[src/rtl/serial_add_ctrl.sv]
// Bit-serial add/subtract sequencer: one shared full_adder cell processes a
// WIDTH-bit operand pair LSB-first, one bit per clock, then publishes the result.

module full_adder (
  input  logic a,
  input  logic b,
  input  logic c,
  output logic y,
  output logic co
);
  assign y  = a ^ b ^ c;
  assign co = (a & b) | (c & (a ^ b));
endmodule

module serial_add_ctrl #(
  parameter int WIDTH = 8
) (
  input  logic             clk,
  input  logic             rst,
  input  logic             start,
  input  logic             sub,
  input  logic [WIDTH-1:0] a,
  input  logic [WIDTH-1:0] b,
  output logic             busy,
  output logic             done,
  output logic [WIDTH-1:0] sum,
  output logic             cout,
  output logic             ovf
);
  localparam int CW = (WIDTH > 1) ? $clog2(WIDTH) : 1;

  typedef enum logic [1:0] {IDLE, RUN, DONE} state_t;

  state_t           state, state_n;
  logic [WIDTH-1:0] op_a, op_b, shreg;
  logic [CW-1:0]    cnt;
  logic             carry;
  logic             fa_y, fa_co;
  logic             last_bit;

  full_adder u_fa (
    .a  (op_a[0]),
    .b  (op_b[0]),
    .c  (carry),
    .y  (fa_y),
    .co (fa_co)
  );

  assign last_bit = (cnt == CW'(WIDTH - 1));
  assign busy     = (state == RUN);
  assign done     = (state == DONE);

  always_ff @(posedge clk or posedge rst) begin
    if (rst) state <= IDLE;
    else     state <= state_n;
  end

  always_comb begin
    state_n = state;
    case (state)
      IDLE:    if (start) state_n = RUN;
      RUN:     if (last_bit) state_n = DONE;
      DONE:    state_n = IDLE;
      default: state_n = IDLE;
    endcase
  end

  // Subtraction is a + ~b + 1: invert B at load and seed the carry with 1.
  always_ff @(posedge clk or posedge rst) begin
    if (rst) begin
      op_a  <= '0;
      op_b  <= '0;
      shreg <= '0;
      cnt   <= '0;
      carry <= 1'b0;
      sum   <= '0;
      cout  <= 1'b0;
      ovf   <= 1'b0;
    end else begin
      case (state)
        IDLE: if (start) begin
          op_a  <= a;
          op_b  <= b ^ {WIDTH{sub}};
          carry <= sub;
          cnt   <= '0;
        end
        RUN: begin
          shreg <= {fa_y, shreg[WIDTH-1:1]};
          op_a  <= op_a >> 1;
          op_b  <= op_b >> 1;
          carry <= fa_co;
          cnt   <= cnt + CW'(1);
          // On the MSB edge, carry still holds the carry into the MSB.
          if (last_bit) begin
            sum  <= {fa_y, shreg[WIDTH-1:1]};
            cout <= fa_co;
            ovf  <= carry ^ fa_co;
          end
        end
        default: ;
      endcase
    end
  end

endmodule

[config.mk]
export PLATFORM = sky130hd
export DESIGN_NAME = serial_add_ctrl
export DESIGN_NICKNAME = d
export VERILOG_FILES = /design/src/rtl/serial_add_ctrl.sv
export SDC_FILE = /design/constraint.sdc
export NUM_CORES = 1
export LEC_CHECK = 0
export BUFFER_PORTS_ARGS = -buffer_cell sky130_fd_sc_hd__buf_2
export CAP_MARGIN = 20
export CORE_MARGIN = 4
export CORE_UTILIZATION = 45
export DETAILED_ROUTE_END_ITERATION = 10
export PLACE_DENSITY = 0.67
export SYNTH_ARGS = -nofsm -noshare
export SYNTH_HDL_FRONTEND = slang
export SYNTH_SLANG_ARGS = --single-unit
[constraint.sdc]
create_clock -name clk -period 3.2 [get_ports clk]
set_clock_uncertainty 0.05 [all_clocks]
set_input_delay 0.96 -clock clk [delete_from_list [all_inputs] [get_ports clk]]
set_output_delay 0.96 -clock clk [all_outputs]
set_load 0.02 [all_outputs]
## After elaboration in Yosys (flattened, before gate mapping)

Index checks and enable logic that the tools add are counted.

- Add/subtract/negate cells: 1
- Multipliers: 0
- Divide/modulo/power cells: 0
- Magnitude comparators: 0
- Equality and inequality tests: 5
- Shift operators: 0
- Multiplexer cells: 11
- Bitwise gates (word level): 7
- Reduce and logical (&&, ||, !) cells: 5

Operator list:

| cell | number |
|---|---|
| one-hot mux 8 bit (2 select lines) | 2 |
| two-way mux 8 bit | 2 |
| bitwise XOR 8 bit | 1 |
| one-hot mux 3 bit (2 select lines) | 1 |
| AND reduction 2 bit | 3 |
| two-way mux 2 bit | 2 |
| one-hot mux 2 bit (2 select lines) | 1 |
| adder 3 x 1 -> 3 bit, second input constant | 1 |
| equality test 3 bit, second input constant | 1 |
| two-way mux 3 bit | 1 |
| bitwise XOR 1 bit | 3 |
| bitwise AND 1 bit | 2 |
| equality test 2 x 1 -> 1 bit, second input constant | 1 |
| equality test 2 bit, second input constant | 1 |
| zero test 2 bit | 1 |
| inequality test 2 x 1 -> 1 bit, second input constant | 1 |
| inequality test 2 bit, second input constant | 1 |
| one-hot mux 1 bit (2 select lines) | 1 |
| nonzero test 2 bit | 1 |
| two-way mux 1 bit | 1 |
| OR 1 bit | 1 |

- Bits in registers: 40
- Latch bits: 0
- RAM bits: 0
- Memory bits (read-only): 0
- Input port bits: 20
- Output and inout bits: 12
- Logic and storage cells: 38
- Memories kept: 0

## Depth between registers and ports, before layout

Gate-level depths: netlist (run 1).

- Depth after elaboration: 4
- Depth in mapped cells: 6

## Hierarchy

Synthesis (run 1) repeated with hierarchy kept, for this count alone.

- Cell total of the unflattened synthesis: 150
- Area, all modules: 1791.7 um^2

By module, submodules not included:

| module | instances | cells each | area each (um^2) |
|---|---|---|---|
| serial_add_ctrl | 1 | 149 | 1771.7 |
| full_adder | 1 | 1 | 20.0 |

## Least setup slack after synthesis (run 1)

OpenSTA, ideal clock, no wires.

- Path kind: reg-to-output
- From: register state[0]
- To: output done
- Arrival: 1042 ps
- Setup slack: 1148 ps
- Cell stages (with the launch flop): 4
- Cell sequence: dfrtp_1 -> buf_2 -> buf_4 -> nor2_1

- Longest elaborated chain between the ends: 1

Ends and longest elaborated chain:

| item | RTL line | source |
|---|---|---|
| start: declaration | 34 | `state_t state, state_n;` |
| start signal: assignment | 55 | `else state <= state_n;` |
| equality test 2 bit | 51 | `assign done = (state == DONE);` |
| end: declaration | 25 | `output logic done,` |

No other way between the ends.

## Worst setup path in the final report (run 1)

- From: register state[1]
- To: output done

The elaborated chain is that of the path after synthesis.

==> results of run 1 <==
-- Yosys cell counts (2+ instances only) --
master | count | area (um^2)
ha_1 | 2 | 25.0
inv_1 | 8 | 30.0
a221o_1 | 3 | 30.0
o21ai_0 | 10 | 50.1
a22o_1 | 3 | 26.3
a22oi_1 | 7 | 52.6
nand2_1 | 12 | 45.0
buf_4 | 2 | 15.0
buf_2 | 4 | 20.0
buf_6 | 2 | 22.5
xor2_1 | 4 | 35.0
mux2_2 | 17 | 191
dfrtp_1 | 39 | 976
a21oi_1 | 7 | 35.0
nor2_1 | 3 | 11.3
xnor2_1 | 5 | 43.8
clkbuf_1 | 2 | 7.51
nor2b_1 | 2 | 12.5
and3b_1 | 7 | 61.3
o32ai_1 | 3 | 26.3
-- per-layer routing --
metal	part of all wire [%]	vias to the layer above	routed length, um	global-route usage (%)
met5	0	-	0	0
met4	1.6	0	52	5.01
met3	5.4	5	172	4.97
met2	45	29	1440	20.1
met1	48	590	1540	18.4
li1	-	592	-	-
-- worst min path at each step --
stage / to / slack [ns] / from / cells past startpoint
after floorplan: op_a[2] / 0.40 / op_a[2] / 2
after global placement: op_a[4] / 0.41 / op_a[4] / 2
after detailed placement: ovf / 0.43 / ovf / 2
after CTS: ovf / 0.44 / ovf / 2
after global routing: sum[2] / 0.47 / sum[2] / 1
final: ovf / 0.43 / ovf / 2
-- flip-flops by register name, indices dropped and copies added, names as in the netlist --
| register | cells |
|---|---|
| op_a | 8 |
| op_b | 8 |
| sum | 8 |
| shreg | 7 |
| cnt | 3 |
| state | 2 |
| carry | 1 |
| cout | 1 |
| ovf | 1 |
-- power groups by stage --
stage	Combinational, uW	Clock (uW)	Sequential [uW]
floorplan	481	0	886
global placement	678	0	837
detailed placement	699	0	847
CTS	702	333	837
global route	768	355	866
finish	689	318	835
-- tightest hold or removal path, stage by stage (launching register included) --
cell and delay (ns):
dfrtp_1 0.34, nand2_1 0.04, o21ai_0 0.06
-- final cells by class --
cell class	instances	share of cell area (%)
Clock buffer	6	3.52
Inverter	8	1.46
Timing Repair Buffer	35	8.98
Multi-Input combinational cell	93	35.2
Tap cell	48	2.91
Clock inverter	2	0.607
Sequential cell	39	47.3
-- cell families after synthesis --
| group | share of synthesized area [%] |
|---|---|
| XOR/XNOR | 4.39 |
| AND/OR/NAND/NOR | 8.70 |
| multiplexers | 11.2 |
| buffers and inverters | 5.29 |
| AO/OA/AOI/OAI | 13.6 |
| flip-flops | 54.3 |
| adder cells (fa/ha/maj) | 2.51 |
-- per-stage QoR --
step / setup slack [ns] / cell area, um^2 / cells / power (uW) / util, %
after floorplan: 1.15 / 1800 / 150 / 1370 / -
final: 0.781 / 2060 / 231 / 1840 / 54.7
after CTS: 0.762 / 2060 / 231 / 1870 / 54.7
after detailed placement: 1.06 / 1980 / 223 / 1550 / 52.4
after global routing: 0.650 / 2060 / 231 / 1990 / 54.7
after global placement: 1.12 / 1980 / 223 / 1520 / 52.4
==> results.md, run 1 <==
- H-tree Lvls: 2
- Post-Syn Area per Cell: 12.0 um^2
- Setup TNS: 0 ns
- CTS root buf: clkbuf_8
- Core area: 3770 um^2
- Worst-skew pair later-pin latency: 0.29 ns
- DR DRC count: 0
- Max-cap violations: 0
- Routed WL: 3200 um
- Min cycle time layout: 2.42 ns
- Flop-to-flop setup slack: 1.43 ns
- Worst vdd ir: 332 uV
- CP Capture Type: primary output
- Die width: 71.2 um
- Slowest cell on crit path: dfrtp_1
- Initial antenna violation count: 0
- Global placer's final weighted congestion: 0.733
- Final Cycle Share: 75.6%
- Crit path to: done
- Logic pwr share: 37.4%
- CTS tree: yes
- Ys async rst share: 100%
- CP Buf/Inv Count: 2
- Die height: 71.2 um
- Post-synth EDFFs: 0
- CP peak stage delay: 0.71 ns
- CP Cell Sequence: inv_1 -> nor2_1 -> buf_2
- Peak Freq: 0.413 GHz
- Initial DRC count: 100
- Delay-heaviest family, CP: flip-flops
- Synth-to-layout area growth: 14.8%
- Critical path arrival: 1.41 ns
- Diodes inserted: 0
- Power per cell area: 894 nW/um^2
- Post-Syn Nets: 173
- Final antenna-violating net count: 0
- Synth Instances: 150
- RSZ-0062 raised after global routing: no
- Site Rows: 22
- Pre-Repair DR Iteration Count: 4
- P_int: 1190 uW
- Netlist cell types: 28
- Top FF cell, synth: dfrtp_1
- Via count: 1,216
- CTS Buf Count: 5
- Clock transition at path regs: 0.07 ns
- Port Buffer Count: 31
- FF-to-FF Start: state[1]
- Net Switching: 650 uW
- WP data required: 2.19 ns
- Number of fillers in the final layout: 336
- Register area share after synthesis: 54.3%
- Vias in the first global route: 1,166
- Setup crit start: state[1]
- Switch share: 35.3%
- Leakage power: 0.00102 uW
- Startpoint types: flop
- Avg WL per Cell: 13.8 um
- Layout cells sized above 1: 32.8%
- Hold_buf cts: 0
- I/O pin count: 32
- Worst slew margin: 60.1%
- Final nets: 205
- DR vias/cell: 5.26
- Min Hold Slack: 0.434 ns
- Storage cell area: 976 um^2
- First-pass GRT wire length: 5410 um
- Initial Util: 47.6%
- DP Wirelength: 2230 um
- Hold WC Path Type: reg2reg
- Overflow left after global routing: 0
- Most frequent cells in the layout: 39 x dfrtp_1, 31 x buf_2, 17 x mux2_2, 12 x nand2_1, 10 x o21ai_0
- PostCTS Resize Cnt: 0
- Maximum clock path buffer count: 2
- #FFs+latches synth: 39
- Total GRT Usage: 13.6%
- Reg2reg path depth: 2
- CP Class: reg2out
- Synth Cell Area: 1800 um^2
- Largest net degree at the start of global routing: 40
- Area of the multi-input gates: 726 um^2
- Die footprint: 5070 um^2
- Least-Margin Pin Slew: 0.598 ns
- Most common cell after layout, fill and taps aside: dfrtp_1
- Num Clock Sinks: 39
- CP max FO: 21
- Setup bufs post-CTS: 0
- Slew Limit Fails: 0
- Final setup viols: 0
- Register share of total power: 45.3%
- R2R Path End: sum[2]
- Path length in cells of the critical path: 3
- Clock power frac: 17.3%
- Synth warn: 0
- Status: finished, final reports clean
- Final Hold Fails: 0
Note: power is estimated with default switching activity, not from simulation.
==> run 2: changes to the inputs <==
Clock period 3.2 ns to 2.3 ns, I/O delays scaled along.
==> run 2 against run 1 <==
Total power grew 46%. Via count increased by 1.7%. Clock-buffer cell count decreased by 1. Largest cell class unchanged. Largest power group unchanged.
==> results.md, run 2 (synthesis gave the netlist of run 1 again) <==
- Status: finished, final reports clean
- Placement Cell Area: 1980 um^2
- Initial Util: 47.6%
- Site Rows: 22
- Layout cells sized above 1: 33.7%
- Clock power frac: 20.9%
- Min cycle time layout: 2.08 ns
- Global placer's final weighted congestion: 0.758
- Final setup viols: 0
- Largest registers: op_a x8, op_b x8, sum x8
- Largest net degree at the start of global routing: 40
- Final Hold Fails: 0
- Worst-skew pair later-pin latency: 0.28 ns
- Final worst setup slack: 0.220 ns
- H-tree Lvls: 2
- P_int: 1770 uW
- Power per cell area: 1290 nW/um^2
- Critical path arrival: 1.34 ns
- CP max FO: 14
- Design area: 2100 um^2
- Most common cell after layout, fill and taps aside: dfrtp_1
- Worst vdd ir: 662 uV
- Logic pwr share: 35.1%
- Delay-heaviest family, CP: flip-flops
- CTS root buf: clkbuf_8
- Maximum clock path buffer count: 2
- Pre-Repair DR Iteration Count: 4
- Overflow left after global routing: 0
- CP Capture Type: primary output
- I/O pin count: 32
- Slew Limit Fails: 0
- CTS Buf Count: 5
- WP data required: 1.56 ns
- Setup TNS: 0 ns
- Port Buffer Count: 31
- Hold WC Path Type: reg2reg
- DR DRC count: 0
- Setup bufs post-CTS: 0
- CTS tree: yes
- Hold_buf cts: 0
- Initial antenna violation count: 0
- Vias in the first global route: 1,280
- DP Wirelength: 2350 um
- Diodes inserted: 0
- Die height: 71.2 um
- RSZ-0062 raised after global routing: no
- CP Cell Sequence: nor2b_1 -> buf_2
- Core area: 3770 um^2
- Most frequent cells in the layout: 39 x dfrtp_1, 31 x buf_2, 17 x mux2_2, 12 x nand2_1, 10 x o21ai_0
- Avg WL per Cell: 14.2 um
- PostCTS Resize Cnt: 0
- Via count: 1,237
- Slowest cell on crit path: dfrtp_1
- Peak Freq: 0.481 GHz
- CP Class: reg2out
- Synth-to-layout area growth: 16.7%
- Final antenna-violating net count: 0
- Die footprint: 5070 um^2
- Num Clock Sinks: 39
- CP Buf/Inv Count: 1
- Net Switching: 927 uW
- Startpoint types: flop
- Initial DRC count: 89
- Final nets: 206
- Leakage power: 0.00104 uW
- DR vias/cell: 5.33
- Switch share: 34.3%
- First-pass GRT wire length: 5840 um
- Min Hold Slack: 0.444 ns
- Clock transition at path regs: 0.08 ns
- Max-cap violations: 0
- CP peak stage delay: 0.63 ns
- Routed WL: 3300 um
- Total GRT Usage: 14.3%
- Worst slew margin: 63.3%
- Final Cycle Share: 90.4%
- Least-Margin Pin Slew: 0.548 ns
- Die width: 71.2 um
- Register share of total power: 44.0%
- Power Total: 2700 uW
- Worst slack, placed: 0.472 ns
-- run 2: cell count changes in the layout (fill, tap and decap cells not counted), sizes merged --
cell | previous run | this run
buf | 35 | 36
bufinv | 0 | 1
clkbuf | 6 | 5
clkinv | 1 | 2
clkinvlp | 1 | 0
-- run 2: metal layers --
layer | track usage [%] | wire, um
met2 | 22.9 | 1570
met1 | 18.8 | 1520
met5 | 0 | 0
met3 | 4.55 | 196
met4 | 3.97 | 10
-- run 2: cell type report --
class,instances,area (um^2)
well taps,48,60.1
clock inverters,3,43.8
flip-flops and latches,39,976
multi-input cells,93,726
fillers,341,1670
inverters,8,30.0
clock buffers,5,68.8
repair buffers,36,193
-- run 2: power groups by stage --
| stage | Sequential, uW | Combinational, uW | Clock [uW] |
|---|---|---|---|
| final | 1190 | 946 | 565 |
| after global routing | 1230 | 1060 | 605 |
| after CTS | 1190 | 966 | 579 |
| after detailed placement | 1200 | 961 | 0 |
| after global placement | 1180 | 930 | 0 |
| after floorplan | 1230 | 670 | 0 |
-- run 2: worst min-delay path, cell delays in order (launching register included) --
cell and delay [ns]:
dfrtp_1 0.35, nand2_1 0.05, o21ai_0 0.06
-- run 2: stage by stage --
step / instances / utilization, %
2_1_floorplan: 150 / -
6_report: 232 / 55.6
5_1_grt: 232 / 55.6
4_1_cts: 232 / 55.6
3_3_place_gp: 224 / 52.6
3_5_place_dp: 224 / 52.6
-- run 2: final timing paths --
check | from | end | slack, ns | depth (start not counted)
hold / removal | op_b[7] | op_b[7] | 0.44 | 2
setup reg to reg | cnt[0] | sum[6] | 0.53 | 4
setup / recovery | state[0] | busy | 0.22 | 2
min in group asynchronous | rst | shreg[1] | 0.45 | 3
max in group asynchronous | rst | op_b[7] | 1.41 | 3
hold reg to reg | op_b[7] | op_b[7] | 0.44 | 2
